## src/rtl/font_render_ctrl.sv

```systemverilog
// Turns one ASCII code into six font ROM reads, then streams the column bytes and blank gap columns.
// Latency: accept to first col_valid is 3 cycles; each glyph column takes 3 cycles and each gap column 1.
// Backpressure: col_valid/col_data/col_last hold while col_ready=0; char_ready is only high in IDLE.
module font_render_ctrl #(
  parameter logic [7:0] FIRST_CHAR = 8'h20,
  parameter int         NUM_CHARS  = 94,
  parameter int         COLS       = 6,
  parameter int         GAP_COLS   = 1,
  parameter logic [7:0] SUBST_CHAR = 8'h3F
) (
  input  logic       clk,
  input  logic       rst,
  input  logic [7:0] char_in,
  input  logic       char_valid,
  output logic       char_ready,
  output logic [9:0] rom_addr,
  output logic       rom_rd,
  input  logic [7:0] rom_data,
  output logic [7:0] col_data,
  output logic       col_valid,
  input  logic       col_ready,
  output logic       col_last,
  output logic       busy
);

  localparam int               CNT_W    = (COLS > 1) ? $clog2(COLS) : 1;
  localparam logic [CNT_W-1:0] LAST_COL = CNT_W'(COLS - 1);
  localparam logic [1:0]       LAST_GAP = 2'(GAP_COLS - 1);
  localparam logic [8:0]       END_CHAR = 9'(int'(FIRST_CHAR) + NUM_CHARS);

  typedef enum logic [2:0] {IDLE, READ, CAPTURE, HOLD, GAP} state_t;

  state_t           state_q, state_d;
  logic             char_ready_q, char_ready_d;
  logic             rom_rd_q, rom_rd_d;
  logic [9:0]       rom_addr_q, rom_addr_d;
  logic [7:0]       col_data_q, col_data_d;
  logic             col_valid_q, col_valid_d;
  logic             col_last_q, col_last_d;
  logic             busy_q, busy_d;
  logic [9:0]       base_q, base_d;
  logic [CNT_W-1:0] col_cnt_q, col_cnt_d;
  logic [1:0]       gap_cnt_q, gap_cnt_d;

  logic             in_range;
  logic [7:0]       idx;
  logic [9:0]       base_w;

  assign char_ready = char_ready_q;
  assign rom_rd     = rom_rd_q;
  assign rom_addr   = rom_addr_q;
  assign col_data   = col_data_q;
  assign col_valid  = col_valid_q;
  assign col_last   = col_last_q;
  assign busy       = busy_q;

  // Map the incoming code to a glyph base address; unsupported codes draw the substitute glyph.
  always_comb begin
    in_range = (char_in >= FIRST_CHAR) && ({1'b0, char_in} < END_CHAR);
    idx      = in_range ? (char_in - FIRST_CHAR) : (SUBST_CHAR - FIRST_CHAR);
    base_w   = {2'b00, idx} * 10'(COLS);
  end

  // Next-state and registered-output logic for the column sequencer.
  always_comb begin
    state_d      = state_q;
    char_ready_d = char_ready_q;
    rom_rd_d     = 1'b0;
    rom_addr_d   = rom_addr_q;
    col_data_d   = col_data_q;
    col_valid_d  = col_valid_q;
    col_last_d   = col_last_q;
    busy_d       = busy_q;
    base_d       = base_q;
    col_cnt_d    = col_cnt_q;
    gap_cnt_d    = gap_cnt_q;
    case (state_q)
      IDLE: begin
        // char_ready comes up one cycle after reset, so nothing is accepted in that first cycle.
        char_ready_d = 1'b1;
        if (char_ready_q && char_valid) begin
          char_ready_d = 1'b0;
          busy_d       = 1'b1;
          base_d       = base_w;
          col_cnt_d    = '0;
          rom_addr_d   = base_w;
          rom_rd_d     = 1'b1;
          state_d      = READ;
        end
      end
      READ: begin
        // ROM latches the address on the falling edge inside this cycle.
        state_d = CAPTURE;
      end
      CAPTURE: begin
        col_data_d  = rom_data;
        col_valid_d = 1'b1;
        col_last_d  = (GAP_COLS == 0) && (col_cnt_q == LAST_COL);
        state_d     = HOLD;
      end
      HOLD: begin
        if (col_ready) begin
          col_valid_d = 1'b0;
          col_last_d  = 1'b0;
          if (col_cnt_q != LAST_COL) begin
            col_cnt_d  = col_cnt_q + CNT_W'(1);
            rom_addr_d = base_q + 10'(col_cnt_q) + 10'd1;
            rom_rd_d   = 1'b1;
            state_d    = READ;
          end else if (GAP_COLS > 0) begin
            gap_cnt_d   = 2'd0;
            col_data_d  = 8'h00;
            col_valid_d = 1'b1;
            col_last_d  = (GAP_COLS == 1);
            state_d     = GAP;
          end else begin
            busy_d       = 1'b0;
            char_ready_d = 1'b1;
            state_d      = IDLE;
          end
        end
      end
      GAP: begin
        if (col_ready) begin
          if (gap_cnt_q == LAST_GAP) begin
            col_valid_d  = 1'b0;
            col_last_d   = 1'b0;
            busy_d       = 1'b0;
            char_ready_d = 1'b1;
            state_d      = IDLE;
          end else begin
            gap_cnt_d  = gap_cnt_q + 2'd1;
            col_last_d = ((gap_cnt_q + 2'd1) == LAST_GAP);
          end
        end
      end
      default: state_d = IDLE;
    endcase
  end

  // State and output registers; reset abandons any character in flight.
  always_ff @(posedge clk) begin
    if (rst) begin
      state_q      <= IDLE;
      char_ready_q <= 1'b0;
      rom_rd_q     <= 1'b0;
      rom_addr_q   <= 10'd0;
      col_data_q   <= 8'h00;
      col_valid_q  <= 1'b0;
      col_last_q   <= 1'b0;
      busy_q       <= 1'b0;
      base_q       <= 10'd0;
      col_cnt_q    <= '0;
      gap_cnt_q    <= 2'd0;
    end else begin
      state_q      <= state_d;
      char_ready_q <= char_ready_d;
      rom_rd_q     <= rom_rd_d;
      rom_addr_q   <= rom_addr_d;
      col_data_q   <= col_data_d;
      col_valid_q  <= col_valid_d;
      col_last_q   <= col_last_d;
      busy_q       <= busy_d;
      base_q       <= base_d;
      col_cnt_q    <= col_cnt_d;
      gap_cnt_q    <= gap_cnt_d;
    end
  end

endmodule

```

## config.mk

```make
export PLATFORM = sky130hd
export DESIGN_NAME = font_render_ctrl
export DESIGN_NICKNAME = d
export VERILOG_FILES = /design/src/rtl/font_render_ctrl.sv
export SDC_FILE = /design/constraint.sdc
export NUM_CORES = 1
export LEC_CHECK = 0
export BUFFER_PORTS_ARGS = -buffer_cell sky130_fd_sc_hd__buf_2
export CAP_MARGIN = 30
export CORE_ASPECT_RATIO = 1.1
export CORE_UTILIZATION = 28
export CTS_CLUSTER_SIZE = 16
export DETAILED_ROUTE_END_ITERATION = 10
export SYNTH_ARGS = -nofsm -noshare
export SYNTH_HDL_FRONTEND = slang
export SYNTH_SLANG_ARGS = --single-unit
```

## constraint.sdc

```tcl
create_clock -name clk -period 4.74 [get_ports clk]
set_clock_uncertainty 0.15 [all_clocks]
set_input_delay 0.948 -clock clk [delete_from_list [all_inputs] [get_ports clk]]
set_output_delay 0.948 -clock clk [all_outputs]
set_load 0.03 [all_outputs]
```

==> flow_summary.ini, run 1 <==
[logic_synthesis]
synth_edf_count = 0
syn_area_per_cell_um2 = 8.20
synth_warnings = 0
ys_top_cells_by_count = dfxtp_1 (39), nand2_1 (31), nor2_1 (28)
async_reset_ff_share_pct = 0
synth_top_area_share_pct = 34.2
synth.area.top_cells = dfxtp_1 (34%), ha_1 (8.2%), a21oi_1 (5.7%)
yosysTopAreaCell = dfxtp_1
synth_fp_nets = 315
ys_ff_latch = 39
netlist_area_um2 = 2280
synth_most_common_cell = dfxtp_1
postSynthCellCount = 278
ys_seq_area_share_pct = 34.2
ys.flop_type = dfxtp_1
yosysUniqueCellTypes = 49

[cts]
clockBufferDepth = 2
cts_inserted_buffers = 5
htreeDepth = 2
cts_root_buf = clkbuf_8
cts.clk_slew.worst_paths_ns = 0.07
hold_buffers = 0
post_cts_buffers = 0
insertion_delay_ns = 0.30
clock_sinks = 39
cts_tree = yes
post_cts_resized = 0

[detailed_routing]
drc = 0
firstDrtPassIters = 4
vias_per_cell = 5.00
post_drt_wl_per_cell_um = 13.1
num_vias = 2130
wl_um = 5580
drtAntennaViolNets = 0
drt_iter0_drc = 73

[setup_path]
crit_fanout = 6
cp-end-kind = register
worstPathArrival_ns = 3.67
crit_type = in2reg
startpoint_type = primary input
cp_data_required_time_ns = 4.75

[global_routing]
grt_pass1_vias = 1967
grt_max_degree = 40
antenna_found_initial = 0
grt_overflow = 0
track_usage_pct = 14.0
grt_pass1_wl_um = 9450

[timing]
period_minus_slack_ns = 3.67
slew_violations = 0
finalSetupViolCount = 0
worstMarginPinSlew_ns = 0.761
final.setup.tns_ns = 0
finalHoldViolCount = 0
finalCritPeriodShare_pct = 77.4
rsz0062_at_grt = false
relSlewSlack_pct = 49.3
fmax_mhz = 273
fin_ws_ns = 1.07

[floorplan]
dieArea_um2 = 8510
die_h_um = 96.6
rows = 34
io_pins = 43
die_w_um = 88.0
placeableCoreArea_um2 = 7910
start_util_pct = 28.8

[run_status]
status = completed

[layout]
drive_gt1_share_pct = 19.5
multi_input_area_um2 = 1410
final_util_pct = 33.6
fill_cells = 870
seq_area_um2 = 781
area_growth_pct = 16.7
final_cell_area_um2 = 2660
diodes = 0
layout.nets = 354

[hold_path]
hold_class = reg2reg

[pwr]
ir_drop_mv = 0.270
power.total_mw = 1.15
p_per_area_nw_per_um2 = 434
leakage_nw = 1.08

[placement]
gp_congestion = 0.824
pre_cts_ws_ns = 0.789
postPlaceCellArea_um2 = 2580
dpl.hpwl_um = 4130
io_buffers = 42

[flow_run]
max-cap-violations = 0
-- critical path, cell delays in order --
cell,delay (ns)
buf_2,0.11
nor4_1,0.27
a311oi_1,0.23
or3_4,0.43
nor2_1,0.13
inv_1,0.06
ha_1,0.21
fa_1,0.43
a211oi_1,0.22
nor2_1,0.12
o21a_1,0.20
o21ai_0,0.17
o311ai_0,0.14
-- per-stage QoR --
| step | hold slack, ns | instances |
|---|---|---|
| global route | 0.314 | 426 |
| CTS | 0.309 | 426 |
| floorplan | 0.291 | 278 |
| finish | 0.302 | 426 |
| detailed placement | 0.299 | 418 |
| global placement | 0.291 | 418 |
-- final timing paths --
| kind | start | endpoint | slack [ns] | cells past startpoint |
|---|---|---|---|---|
| worst max-delay path | char_in[3] | base_q[8] | 1.07 | 13 |
| worst min-delay path | rom_addr[1] | rom_addr[1] | 0.30 | 2 |
| worst max register to register | state_q[0] | gap_cnt_q[0] | 2.44 | 5 |
| worst min register to register | rom_addr[1] | rom_addr[1] | 0.30 | 2 |
-- final cells by class --
| cell class | instances | area share [%] |
|---|---|---|
| sequential | 39 | 29.4 |
| tap | 108 | 5.08 |
| clock buffer | 7 | 2.87 |
| clock inverter | 1 | 0.188 |
| timing repair buffer | 42 | 7.90 |
| multi-input combinational | 218 | 53.1 |
| inverter | 11 | 1.55 |
-- layout by cell type, fill, tap and decap left out, types with 9 or more instances in the layout --
cell type	synthesis	routed
a21oi_1	26	26
a211oi_1	9	9
inv_1	11	11
o21ai_0	17	17
dfxtp_1	39	39
nand2_1	31	31
nor2_1	28	28
ha_1	15	15
buf_2	4	42
a22oi_1	9	9
-- registers in the layout, indices dropped and copies added, names as in the netlist --
signal,flops
col_valid,1
col_data,8
state_q,3
col_last,1
busy,1
gap_cnt_q,2
rom_rd,1
col_cnt_q,2
rom_addr,10
base_q,9
char_ready,1
-- kinds of logic after synthesis --
family                     Yosys count  share of synthesized area, %
buffers and inverters               21                          3.84
xor gates and xnor gates            11                          4.23
DFF                                 39                          34.2
and+or+nand+nor                    107                          24.1
adders and majority gates           17                          9.99
AOI/OAI and AO/OA                   83                          23.6
-- report_power, final --
| group | switching, mW | internal, mW |
|---|---|---|
| Combinational | 0.304 | 0.165 |
| Sequential | 0.0639 | 0.399 |
| Clock | 0.118 | 0.103 |
-- layer usage --
metal | GRT usage, % | wire length, µm | vias up
met1 | 18.5 | 2580 | 1001
met4 | 1.86 | 31 | 0
li1 | - | - | 1080
met5 | 0 | 0 | -
met2 | 22.9 | 2700 | 44
met3 | 4.18 | 266 | 5
(Power assumes the default switching activity.)
==> inputs of run 2 (changes only) <==
Settings changed: ABC_AREA set to 1.
Clock period 4.74 ns to 3.3 ns, I/O delays scaled along.
==> flow_summary.ini, run 2 <==
[layout]
layout_common_cells = nand2_1 (86), inv_1 (43), buf_2 (42)
layout.nets = 428
area_growth_pct = 18.7
seq_area_um2 = 781
multi_input_area_um2 = 1380
largest_reg_flops = 10
fill_cells = 877
diodes = 0
drive_gt1_share_pct = 21.7
final_common_cell = nand2_1

[logic_synthesis]
yosysTopAreaCell = dfxtp_1
synth_edf_count = 0
synth_warnings = 0
ys_top_cells_by_count = nand2_1 (86), inv_1 (43), dfxtp_1 (39)
yosysUniqueCellTypes = 34
postSynthCellCount = 345
synth_top_area_share_pct = 32.7
synth.area.top_cells = dfxtp_1 (33%), nand2_1 (14%), ha_1 (7.9%)
ys.flop_type = dfxtp_1
syn_area_per_cell_um2 = 6.93
netlist_area_um2 = 2390
ys_seq_area_share_pct = 32.7
synth_most_common_cell = nand2_1
synth_fp_nets = 382
async_reset_ff_share_pct = 0
ys_ff_latch = 39

[timing]
fmax_mhz = 338
rsz0062_at_grt = false
relSlewSlack_pct = 64.4
period_minus_slack_ns = 2.96
final.setup.tns_ns = 0
finalSetupViolCount = 0
worstMarginPinSlew_ns = 0.534
slew_violations = 0
finalHoldViolCount = 0
finalCritPeriodShare_pct = 89.6

[detailed_routing]
post_drt_wl_per_cell_um = 11.0
drc = 0
drt_iter0_drc = 92
drtAntennaViolNets = 0
wl_um = 5490
vias_per_cell = 4.62
firstDrtPassIters = 4
num_vias = 2310

[cts]
post_cts_resized = 0
hold_buffers = 0
cts_inserted_buffers = 5
post_cts_buffers = 0
cts_tree = yes
clockBufferDepth = 2
cts.clk_slew.worst_paths_ns = 0.08
clock_sinks = 39
cts_root_buf = clkbuf_8
htreeDepth = 2
insertion_delay_ns = 0.29

[setup_path]
cp_common_cell = nand3_1
cp_data_required_time_ns = 3.35
worst_path_largest_cell_delay_ns = 0.39
worstPathArrival_ns = 3.00
critical-path-top-delay-family = simple AND/OR/NAND/NOR gates
slowest_stage = fa_1
cp.buffers_inverters = 4
cp-end-kind = register
path_cells = buf_2, inv_1, ha_1, nand2_1, nor2_1, nor2_1, nor2_2, inv_1, or2_2, ha_1, fa_1, nand3_1, nand2_1, or2_2, nand3_1, nand3_1, o211ai_2, inv_2
startpoint_type = primary input
crit_fanout = 6
crit_type = in2reg

[run_status]
status = completed

[placement]
gp_congestion = 0.807
dpl.hpwl_um = 4260
io_buffers = 42

[pwr]
ir_drop_mv = 0.214
p_per_area_nw_per_um2 = 654
power.total_mw = 1.86
leakage_nw = 1.36

[floorplan]
rows = 34
placeableCoreArea_um2 = 8080
start_util_pct = 29.6
die_w_um = 90.1
io_pins = 43
die_h_um = 98.9
dieArea_um2 = 8910

[flow_run]
max-cap-violations = 0

[hold_path]
hold_class = reg2reg

[global_routing]
antenna_found_initial = 0
grt_pass1_wl_um = 9630
track_usage_pct = 13.2
grt_pass1_vias = 2215
grt_max_degree = 21
grt_overflow = 0
run 2: cell count changes after synthesis, moves of 6 or more:
cell and delta:
nand3_1 +28, nor3_1 -7, a211oi_1 -8, inv_1 +32, a22oi_1 -9, inv_2 +7
o21ai_1 +6, nand2_1 +55
run 2: worst register-to-register path, delay by kind of cell (launching register included):
kind | cells | cell delay (ns)
AOI/OAI and AO/OA | 2 | 0.33
DFF | 1 | 0.41
buffers and inverters | 2 | 0.18
and+or+nand+nor | 5 | 0.40
adders and majority gates | 1 | 0.43
run 2: where the power goes:
group / leakage (nW) / internal (mW) / switching, mW
Sequential: 0.318 / 0.582 / 0.0810
Combinational: 0.980 / 0.244 / 0.535
Clock: 0.0612 / 0.245 / 0.169
run 2: cells by family (layout without fill, tap and decap cells):
logic type / Yosys count / in the layout / share of synthesized area (%)
simple gates: 167 / 167 / 32.6
buf+inv: 56 / 103 / 9.48
compound gates: 62 / 62 / 14.3
xor+xnor: 4 / 4 / 1.47
fa+ha+maj: 17 / 17 / 9.53
flops: 39 / 39 / 32.7
run 2: per-layer routing:
metal	wire [µm]	vias to the layer above	GRT usage, %	part of all wire, %
met5	0	-	0	0
met4	41	0	4.22	0.75
met3	261	4	3.01	4.8
met2	2610	56	23.1	48
met1	2570	1039	16.0	47
li1	-	1211	-	-
run 2: cell type report:
class                   instances  share of cell area [%]
well taps                     108                    4.76
flip-flops and latches         39                    27.5
repair buffers                 45                    8.20
clock inverters                 2                    1.24
multi-input cells             250                    48.7
inverters                      50                    6.62
clock buffers                   6                    2.91
run 2: worst paths after layout:
path	startpoint	to	slack [ns]	cells after the start
setup reg to reg	rom_addr[0]	rom_addr[8]	1.28	10
setup / recovery	char_in[6]	rom_addr[6]	0.34	18
hold / removal	col_valid	col_valid	0.31	2
hold reg to reg	col_valid	col_valid	0.31	2
run 2: per-stage QoR:
stage / cells / area [µm²] / hold WS, ns / setup WS (ns) / util [%]
6_report: 500 / 2840 / 0.309 / 0.343 / 35.1
5_1_grt: 500 / 2840 / 0.338 / 0.0767 / 35.1
4_1_cts: 500 / 2840 / 0.313 / 0.341 / 35.1
3_5_place_dp: 492 / 2720 / 0.301 / 0.0205 / 33.6
3_3_place_gp: 492 / 2720 / 0.296 / 0.0824 / 33.6
2_1_floorplan: 345 / 2390 / 0.304 / 0.218 / -
==> inputs of run 3 (changes only) <==
Settings changed: CELL_PAD_IN_SITES_DETAIL_PLACEMENT set to 2, CELL_PAD_IN_SITES_GLOBAL_PLACEMENT set to 2, PLACE_DENSITY_LB_ADDON set to 0.1.
==> flow_summary.ini, run 3 (synthesis gave the netlist of run 2 again) <==
[cts]
cts_inserted_buffers = 5
insertion_delay_ns = 0.30
cts_tree = yes
post_cts_buffers = 0
cts.clk_slew.worst_paths_ns = 0.09
cts_root_buf = clkbuf_8
clock_sinks = 39
htreeDepth = 2
post_cts_resized = 0
hold_buffers = 0
clockBufferDepth = 2

[run_status]
status = completed

[global_routing]
antenna_found_initial = 0
track_usage_pct = 17.9
grt_max_degree = 21
grt_overflow = 0
grt_pass1_vias = 2625
grt_pass1_wl_um = 12800

[floorplan]
placeableCoreArea_um2 = 8080
io_pins = 43
start_util_pct = 29.6
rows = 34
dieArea_um2 = 8910
die_h_um = 98.9
die_w_um = 90.1

[layout]
final_cell_area_um2 = 2860
largest_reg_flops = 10
final_common_cell = nand2_1
drive_gt1_share_pct = 21.9
diodes = 0
area_growth_pct = 19.8
layout_common_cells = nand2_1 (86), inv_1 (43), buf_2 (42)
final_util_pct = 35.4
layout.nets = 428

[flow_run]
max-cap-violations = 0

[setup_path]
startpoint_type = primary input
worstPathArrival_ns = 3.13
cp_data_required_time_ns = 3.35
crit_fanout = 4
cp-end-kind = register
crit_type = in2reg

[detailed_routing]
wl_um = 7460
drt_iter0_drc = 52
drtAntennaViolNets = 0
vias_per_cell = 4.78
num_vias = 2392
drc = 0
post_drt_wl_per_cell_um = 14.9
firstDrtPassIters = 4

[placement]
postPlaceCellArea_um2 = 2720
dpl.hpwl_um = 5800
gp_congestion = 0.742
io_buffers = 42

[timing]
rsz0062_at_grt = false
finalCritPeriodShare_pct = 93.3
slew_violations = 0
final.setup.tns_ns = 0
fmax_mhz = 325
worstMarginPinSlew_ns = 0.627
holdWs_ns = 0.317
period_minus_slack_ns = 3.08
finalHoldViolCount = 0
relSlewSlack_pct = 58.2
finalSetupViolCount = 0

[pwr]
power.total_mw = 1.97
ir_drop_mv = 0.186
p_per_area_nw_per_um2 = 689
leakage_nw = 1.36

[hold_path]
hold_class = reg2reg
run 3: worst max-delay path, stage by stage:
cell	delay, ns
buf_2	0.11
inv_1	0.07
ha_1	0.17
nand2_1	0.06
nor2_1	0.10
nor2_1	0.06
nor2_2	0.10
inv_1	0.07
or2_2	0.29
ha_1	0.24
fa_1	0.41
nand3_1	0.09
nand2_1	0.09
or2_2	0.30
nand3_1	0.10
nand3_1	0.09
o211ai_2	0.08
inv_2	0.04
run 3: layout make-up:
type | count | area, µm²
clock buffers | 5 | 68.8
clock inverters | 3 | 67.6
fillers | 1004 | 5220
inverters | 50 | 188
multi-input cells | 250 | 1390
flip-flops and latches | 39 | 781
well taps | 108 | 135
repair buffers | 45 | 233
run 3: layer usage:
layer,vias up,GRT usage [%],share of wire [%]
li1,1207,-,-
met1,1152,20.2,43
met2,28,35.7,54
met3,5,2.08,1.8
met4,0,4.09,1.1
met5,-,0,0
run 3: worst paths after layout:
kind	slack, ns	start	end	depth (start not counted)
min reg2reg	0.32	col_data[1]	col_data[1]	2
max	0.22	char_in[6]	rom_addr[6]	18
max reg2reg	1.26	rom_addr[0]	rom_addr[8]	10
min	0.32	col_data[1]	col_data[1]	2
run 3: report_power, final:
part	internal [mW]	switching, mW	leakage [nW]	total [mW]
registers	0.582	0.0830	0.318	0.665
clock network	0.302	0.187	0.0644	0.489
logic	0.246	0.572	0.981	0.818
run 3: through the flow:
step | setup slack, ns | std cells
6_report | 0.220 | 500
3_3_place_gp | 0.0644 | 492
5_1_grt | 0.00901 | 500
4_1_cts | 0.200 | 500
2_1_floorplan | 0.218 | 345
3_5_place_dp | -0.116 | 492
